--- config.mk ---
export PLATFORM = sky130hd
export DESIGN_NAME = ram_arbiter
export DESIGN_NICKNAME = d
export VERILOG_FILES = /design/src/rtl/ram_arb_pkg.sv /design/src/rtl/ram_arb_wdog.sv /design/src/rtl/ram_arbiter.sv
export SDC_FILE = /design/constraint.sdc
export NUM_CORES = 1
export LEC_CHECK = 0
export CAP_MARGIN = 0
export CORE_AREA = 2 2 59 61
export CTS_CLUSTER_SIZE = 10
export DETAILED_ROUTE_END_ITERATION = 16
export DIE_AREA = 0 0 61 63
export MAX_ROUTING_LAYER = met4
export PLACE_DENSITY_LB_ADDON = 0.05
export SETUP_SLACK_MARGIN = 0.1
export SLEW_MARGIN = 30
export SYNTH_ARGS = -nofsm -noshare
export SYNTH_HDL_FRONTEND = slang
export SYNTH_SLANG_ARGS = --single-unit
--- constraint.sdc ---
create_clock -name clk -period 2.2 [get_ports clk]
set_input_delay 0.66 -clock clk [delete_from_list [all_inputs] [get_ports clk]]
set_output_delay 0.66 -clock clk [all_outputs]
set_load 0.03 [all_outputs]
--- src/rtl/ram_arb_pkg.sv ---
// Shared opcodes and FSM state encoding for the RAM command-port arbiter.
// Optional read watchdog is enabled by defining RAM_ARB_TIMEOUT_EN.
package ram_arb_pkg;

    localparam logic [1:0] CMD_WR_ADDR = 2'b00;
    localparam logic [1:0] CMD_WR_DATA = 2'b01;
    localparam logic [1:0] CMD_RD_ADDR = 2'b10;
    localparam logic [1:0] CMD_RD_DATA = 2'b11;

    typedef enum logic [1:0] {
        IDLE    = 2'b00,
        OWNED   = 2'b01,
        WAIT_RD = 2'b10
    } arb_state_e;

endpackage

--- src/rtl/ram_arb_wdog.sv ---
// Read watchdog: counts cycles spent waiting for RAM read data.
// Only instantiated when RAM_ARB_TIMEOUT_EN is defined.
module ram_arb_wdog #(
    parameter int TIMEOUT = 16
) (
    input  logic clk,
    input  logic rst_n,
    input  logic i_clear,
    input  logic i_enable,
    output logic o_expired
);
    localparam int CW = $clog2(TIMEOUT + 1);

    logic [CW-1:0] r_count;

    // Wait counter, cleared on entry and saturating at TIMEOUT
    always_ff @(posedge clk or negedge rst_n) begin
        if (!rst_n) begin
            r_count <= {CW{1'b0}};
        end else if (i_clear) begin
            r_count <= {CW{1'b0}};
        end else if (i_enable && (r_count != CW'(TIMEOUT))) begin
            r_count <= r_count + CW'(1);
        end else begin
            r_count <= r_count;
        end
    end

    // Expiry is flagged in the cycle whose increment makes the count reach TIMEOUT
    assign o_expired = i_enable && (r_count == CW'(TIMEOUT - 1));

endmodule

--- src/rtl/ram_arbiter.sv ---
// Two-requester arbiter/sequencer for the shared RAM command port with grant locking.
// Define RAM_ARB_TIMEOUT_EN to add the read watchdog (rsp_err on expiry).
module ram_arbiter
    import ram_arb_pkg::*;
#(
    parameter int ADDR_SIZE = 8,
    parameter int TIMEOUT   = 16
) (
    input  logic                   clk,
    input  logic                   rst_n,
    input  logic                   req0_valid,
    input  logic [ADDR_SIZE+1:0]   req0_word,
    input  logic                   req0_lock,
    output logic                   req0_ready,
    input  logic                   req1_valid,
    input  logic [ADDR_SIZE+1:0]   req1_word,
    input  logic                   req1_lock,
    output logic                   req1_ready,
    output logic                   rsp0_valid,
    output logic                   rsp1_valid,
    output logic [ADDR_SIZE-1:0]   rsp_data,
    output logic                   rsp_err,
    output logic [ADDR_SIZE+1:0]   ram_din,
    output logic                   ram_rx_valid,
    input  logic [ADDR_SIZE-1:0]   ram_dout,
    input  logic                   ram_tx_valid
);
    localparam int CW = ADDR_SIZE + 2;

    arb_state_e     r_state;
    logic           r_rr_ptr;
    logic           r_owner;
    logic           r_rd_lock;

    logic           w_win;
    logic           w_acc;
    logic           w_acc_id;
    logic [CW-1:0]  w_acc_word;
    logic           w_acc_lock;
    logic [1:0]     w_acc_op;
    logic           w_expired;

    // Winner when nobody owns the port; rr_ptr only matters on contention
    always_comb begin
        if (req0_valid && !req1_valid) begin
            w_win = 1'b0;
        end else if (req1_valid && !req0_valid) begin
            w_win = 1'b1;
        end else begin
            w_win = r_rr_ptr;
        end
    end

    // Ready decode from state, owner and winner
    always_comb begin
        req0_ready = 1'b0;
        req1_ready = 1'b0;
        case (r_state)
            IDLE: begin
                req0_ready = ~w_win;
                req1_ready = w_win;
            end
            OWNED: begin
                req0_ready = ~r_owner;
                req1_ready = r_owner;
            end
            WAIT_RD: begin
                req0_ready = 1'b0;
                req1_ready = 1'b0;
            end
            default: begin
                req0_ready = 1'b0;
                req1_ready = 1'b0;
            end
        endcase
    end

    assign w_acc      = (req0_valid && req0_ready) || (req1_valid && req1_ready);
    assign w_acc_id   = req1_valid && req1_ready;
    assign w_acc_word = w_acc_id ? req1_word : req0_word;
    assign w_acc_lock = w_acc_id ? req1_lock : req0_lock;
    assign w_acc_op   = w_acc_word[CW-1 -: 2];

`ifdef RAM_ARB_TIMEOUT_EN
    logic w_rd_entry;
    logic w_in_wait;

    assign w_rd_entry = w_acc && (w_acc_op == CMD_RD_DATA);
    assign w_in_wait  = (r_state == WAIT_RD);

    ram_arb_wdog #(
        .TIMEOUT   (TIMEOUT)
    ) u_wdog (
        .clk       (clk),
        .rst_n     (rst_n),
        .i_clear   (w_rd_entry),
        .i_enable  (w_in_wait),
        .o_expired (w_expired)
    );
`else
    assign w_expired = 1'b0;
`endif

    // Arbitration FSM with registered RAM strobe and response outputs
    always_ff @(posedge clk or negedge rst_n) begin
        if (!rst_n) begin
            r_state      <= IDLE;
            r_rr_ptr     <= 1'b0;
            r_owner      <= 1'b0;
            r_rd_lock    <= 1'b0;
            ram_din      <= {CW{1'b0}};
            ram_rx_valid <= 1'b0;
            rsp0_valid   <= 1'b0;
            rsp1_valid   <= 1'b0;
            rsp_data     <= {ADDR_SIZE{1'b0}};
            rsp_err      <= 1'b0;
        end else begin
            ram_rx_valid <= 1'b0;
            rsp0_valid   <= 1'b0;
            rsp1_valid   <= 1'b0;
            rsp_err      <= 1'b0;
            case (r_state)
                IDLE, OWNED: begin
                    if (w_acc) begin
                        ram_rx_valid <= 1'b1;
                        ram_din      <= w_acc_word;
                        r_owner      <= w_acc_id;
                        if (w_acc_op == CMD_RD_DATA) begin
                            r_state   <= WAIT_RD;
                            r_rd_lock <= w_acc_lock;
                        end else if (w_acc_lock) begin
                            r_state <= OWNED;
                        end else begin
                            r_state  <= IDLE;
                            r_rr_ptr <= ~w_acc_id;
                        end
                    end else begin
                        r_state <= r_state;
                    end
                end
                WAIT_RD: begin
                    // Real data wins over a coincident watchdog expiry
                    if (ram_tx_valid || w_expired) begin
                        rsp0_valid <= ~r_owner;
                        rsp1_valid <= r_owner;
                        rsp_data   <= ram_tx_valid ? ram_dout : {ADDR_SIZE{1'b0}};
                        rsp_err    <= ~ram_tx_valid;
                        if (r_rd_lock) begin
                            r_state <= OWNED;
                        end else begin
                            r_state  <= IDLE;
                            r_rr_ptr <= ~r_owner;
                        end
                    end else begin
                        r_state <= r_state;
                    end
                end
                default: begin
                    r_state <= IDLE;
                end
            endcase
        end
    end

endmodule

==> reports/metrics.cfg <==
[status]
status = complete, but fails checks
violations = setup timing

[worst_setup_path]
crit_path_top_delay_cell = maj3_2
crit_end = req1_ready
worstSetupPathType = input pin to output pin
required_ns = 1.54
r2r_cells = 5
cp_common_cell = buf_6
reg2reg_from = r_state[1]
path_max_fanout = 3
startpoint = req1_valid
rrSetupSlack_ns = 0.40
timing.rr.end = r_rr_ptr
slowest_delay_ns = 0.30
crit_chain = buf_6, inv_2, maj3_2, o21ai_2, buf_4, nor2b_4, buf_6
cp-end-kind = output pin
cp.arrival_ns = 1.57
startpoint_type = input pin

[layout]
multi_input_area_um2 = 535.5
area_growth_pct = 65.95
fin_cells = 230
final_layout_size_suffix_gt1_frac = 0.2228
regArea_um2 = 650.6
fillers = 295
nNetsFinal = 220
fin_area_um2 = 2018
n_antenna_cell = 0

[sta]
rsz0062_at_grt = true
drv_slew = 0
setup_ws_ns = -0.03066
setup_viol = 1
fin_tns_setup_ns = -0.03066
period_minus_slack_ns = 2.231
period_share = 1.014
fmax_ghz = 0.4483
hold_viol_final = 0
skew_ns = 0.004513

[global_routing]
grt_max_degree = 27
antenna_found_initial = 0
overflow = 0
grt_pass1_wl_um = 4671
grt_pass1_vias = 1065
grt_use_total = 0.1662

[routing]
firstDrtPassIters = 4
drt-initial-drc-count = 18
via_per_inst = 4.809
num_vias = 1106
post_drt_wl_per_cell_um = 12.80
drcViolationCount = 0
final_antenna_net_count = 0
drt_wl_total_um = 2943

[floorplan]
start_util = 0.3763
ioPinCount = 59
placementRows = 21
die_x_um = 61
dieHeight_um = 63
coreArea_um2 = 3232
die_area_um2 = 3843

[clock_network]
numCtsBuffers = 3
clockRootBuffer = clkbuf_4
clk_pin_slew_ns = 0.14
cts.hold.buffers_added = 0
clock_latency_ns = 0.32
cts_buffer_depth = 2
htree_levels = 1
numClockSinks = 26
cts_tree = built

[placement]
dp_hpwl_um = 2266
port_buffers = 57
placed_cells = 224
gp_congestion = 0.7294
place_area_um2 = 1938

[synthesis]
synth_top_area_share = 0.5350
synth_seq_area_share = 0.5350
yosys-top-cells-area = dfrtp_1, mux2i_1, mux2_2
syn_nets = 147
synth-edff-count = 0
synth_area_per_cell_um2 = 10.86
yosysWarnings = 0
syn_area_um2 = 1216
synth_ff_type = dfrtp_1
async_reset_ff_frac = 1.000
synth.ff_latch_count = 26
synth_top_area_cell = dfrtp_1
synth_common_cells = dfrtp_1, nor2_1, a21oi_1, mux2i_1, mux2_2
ys_types = 30
yosysMostFrequentCell = dfrtp_1
synth_cells = 112

[run]
max-cap-violations = 0

[pwr]
powerDensity_nw_per_um2 = 1407
ir_worst_vdd_v = 0.0006935
power_leakage_nw = 0.9039

[min_path]
hp-class = flip-flop to flip-flop

-- layer usage --
metal / vias up / wire length [um] / track usage
li1: 535 / - / -
met1: 544 / 1191 / 0.1887
met2: 25 / 1612 / 0.2890
met3: 2 / 114 / 0.02484
met4: 0 / 24 / 0.05707
met5: - / 0 / -
-- logic make-up after synthesis --
group,after synthesis,share of synthesized area
buffers and inverters,10,0.03909
multiplexers,20,0.1728
flip-flops,26,0.5350
AO/OA/AOI/OAI,23,0.1142
other,1,0.003083
AND/OR/NAND/NOR,31,0.1276
adder cells (fa/ha/maj),1,0.008231
-- worst min-delay path by stage --
| stage | from | endpoint | slack (ns) | cells after the start |
|---|---|---|---|---|
| after floorplan | rst_n | r_owner | 0.36 | 0 |
| after global placement | rsp_data[2] | rsp_data[2] | 0.49 | 1 |
| after detailed placement | rsp_data[1] | rsp_data[1] | 0.50 | 1 |
| after CTS | rsp_data[1] | rsp_data[1] | 0.53 | 1 |
| after global routing | rsp_data[3] | rsp_data[3] | 0.54 | 1 |
| final | rsp_data[1] | rsp_data[1] | 0.52 | 1 |
-- worst max-delay path: cells and delay by family --
family | cells | cell delay, ns
compound gates | 1 | 0.13
fa+ha+maj | 1 | 0.30
buf+inv | 4 | 0.36
simple gates | 1 | 0.12
-- area by class of cell --
type | count | area share
Clock buffer | 3 | 0.01116
Multi-Input combinational cell | 76 | 0.2653
Inverter | 3 | 0.005580
Tap cell | 46 | 0.02852
Sequential cell | 26 | 0.3224
Clock inverter | 1 | 0.01488
Timing Repair Buffer | 75 | 0.3521
-- state kept, by name (all words and copies together), names as in the netlist --
signal        count
rsp1_valid        1
rsp_data          8
ram_din          10
rsp0_valid        1
r_rr_ptr          1
r_state           2
r_rd_lock         1
r_owner           1
ram_rx_valid      1
-- timing repair --
item,in CTS,in global routing
pin swaps,2,2
setup buffers,1,1
setup endpoints to repair,6,6
gates resized for setup,16,8
-- layout by cell type, fill, tap and decap left out, types with 2 or more instances in the layout --
master,n
clkdlybuf4s50_1,49
mux2_2,8
dlymetal6s2s_1,4
buf_4,19
a21oi_1,14
nand2_1,6
dfrtp_1,26
buf_6,2
nor2_1,16
clkbuf_4,3
mux2i_1,12
inv_2,2
nand2b_1,2
-- stage by stage --
step,worst slack [ns],power [mW],hold slack (ns),utilization
after floorplan,0.1144,1.786,0.3644,-
after global placement,-0.7981,2.456,0.4870,0.5997
after detailed placement,-0.8369,2.498,0.4962,0.5997
after CTS,-0.06263,2.864,0.5285,0.6202
after global routing,-0.07023,3.008,0.5396,0.6245
final,-0.03066,2.839,0.5243,0.6245
-- power breakdown --
group          switching (mW)  internal, mW
combinational           0.883         0.800
clock                   0.141         0.184
sequential              0.133         0.698
(Power assumes the default switching activity.)
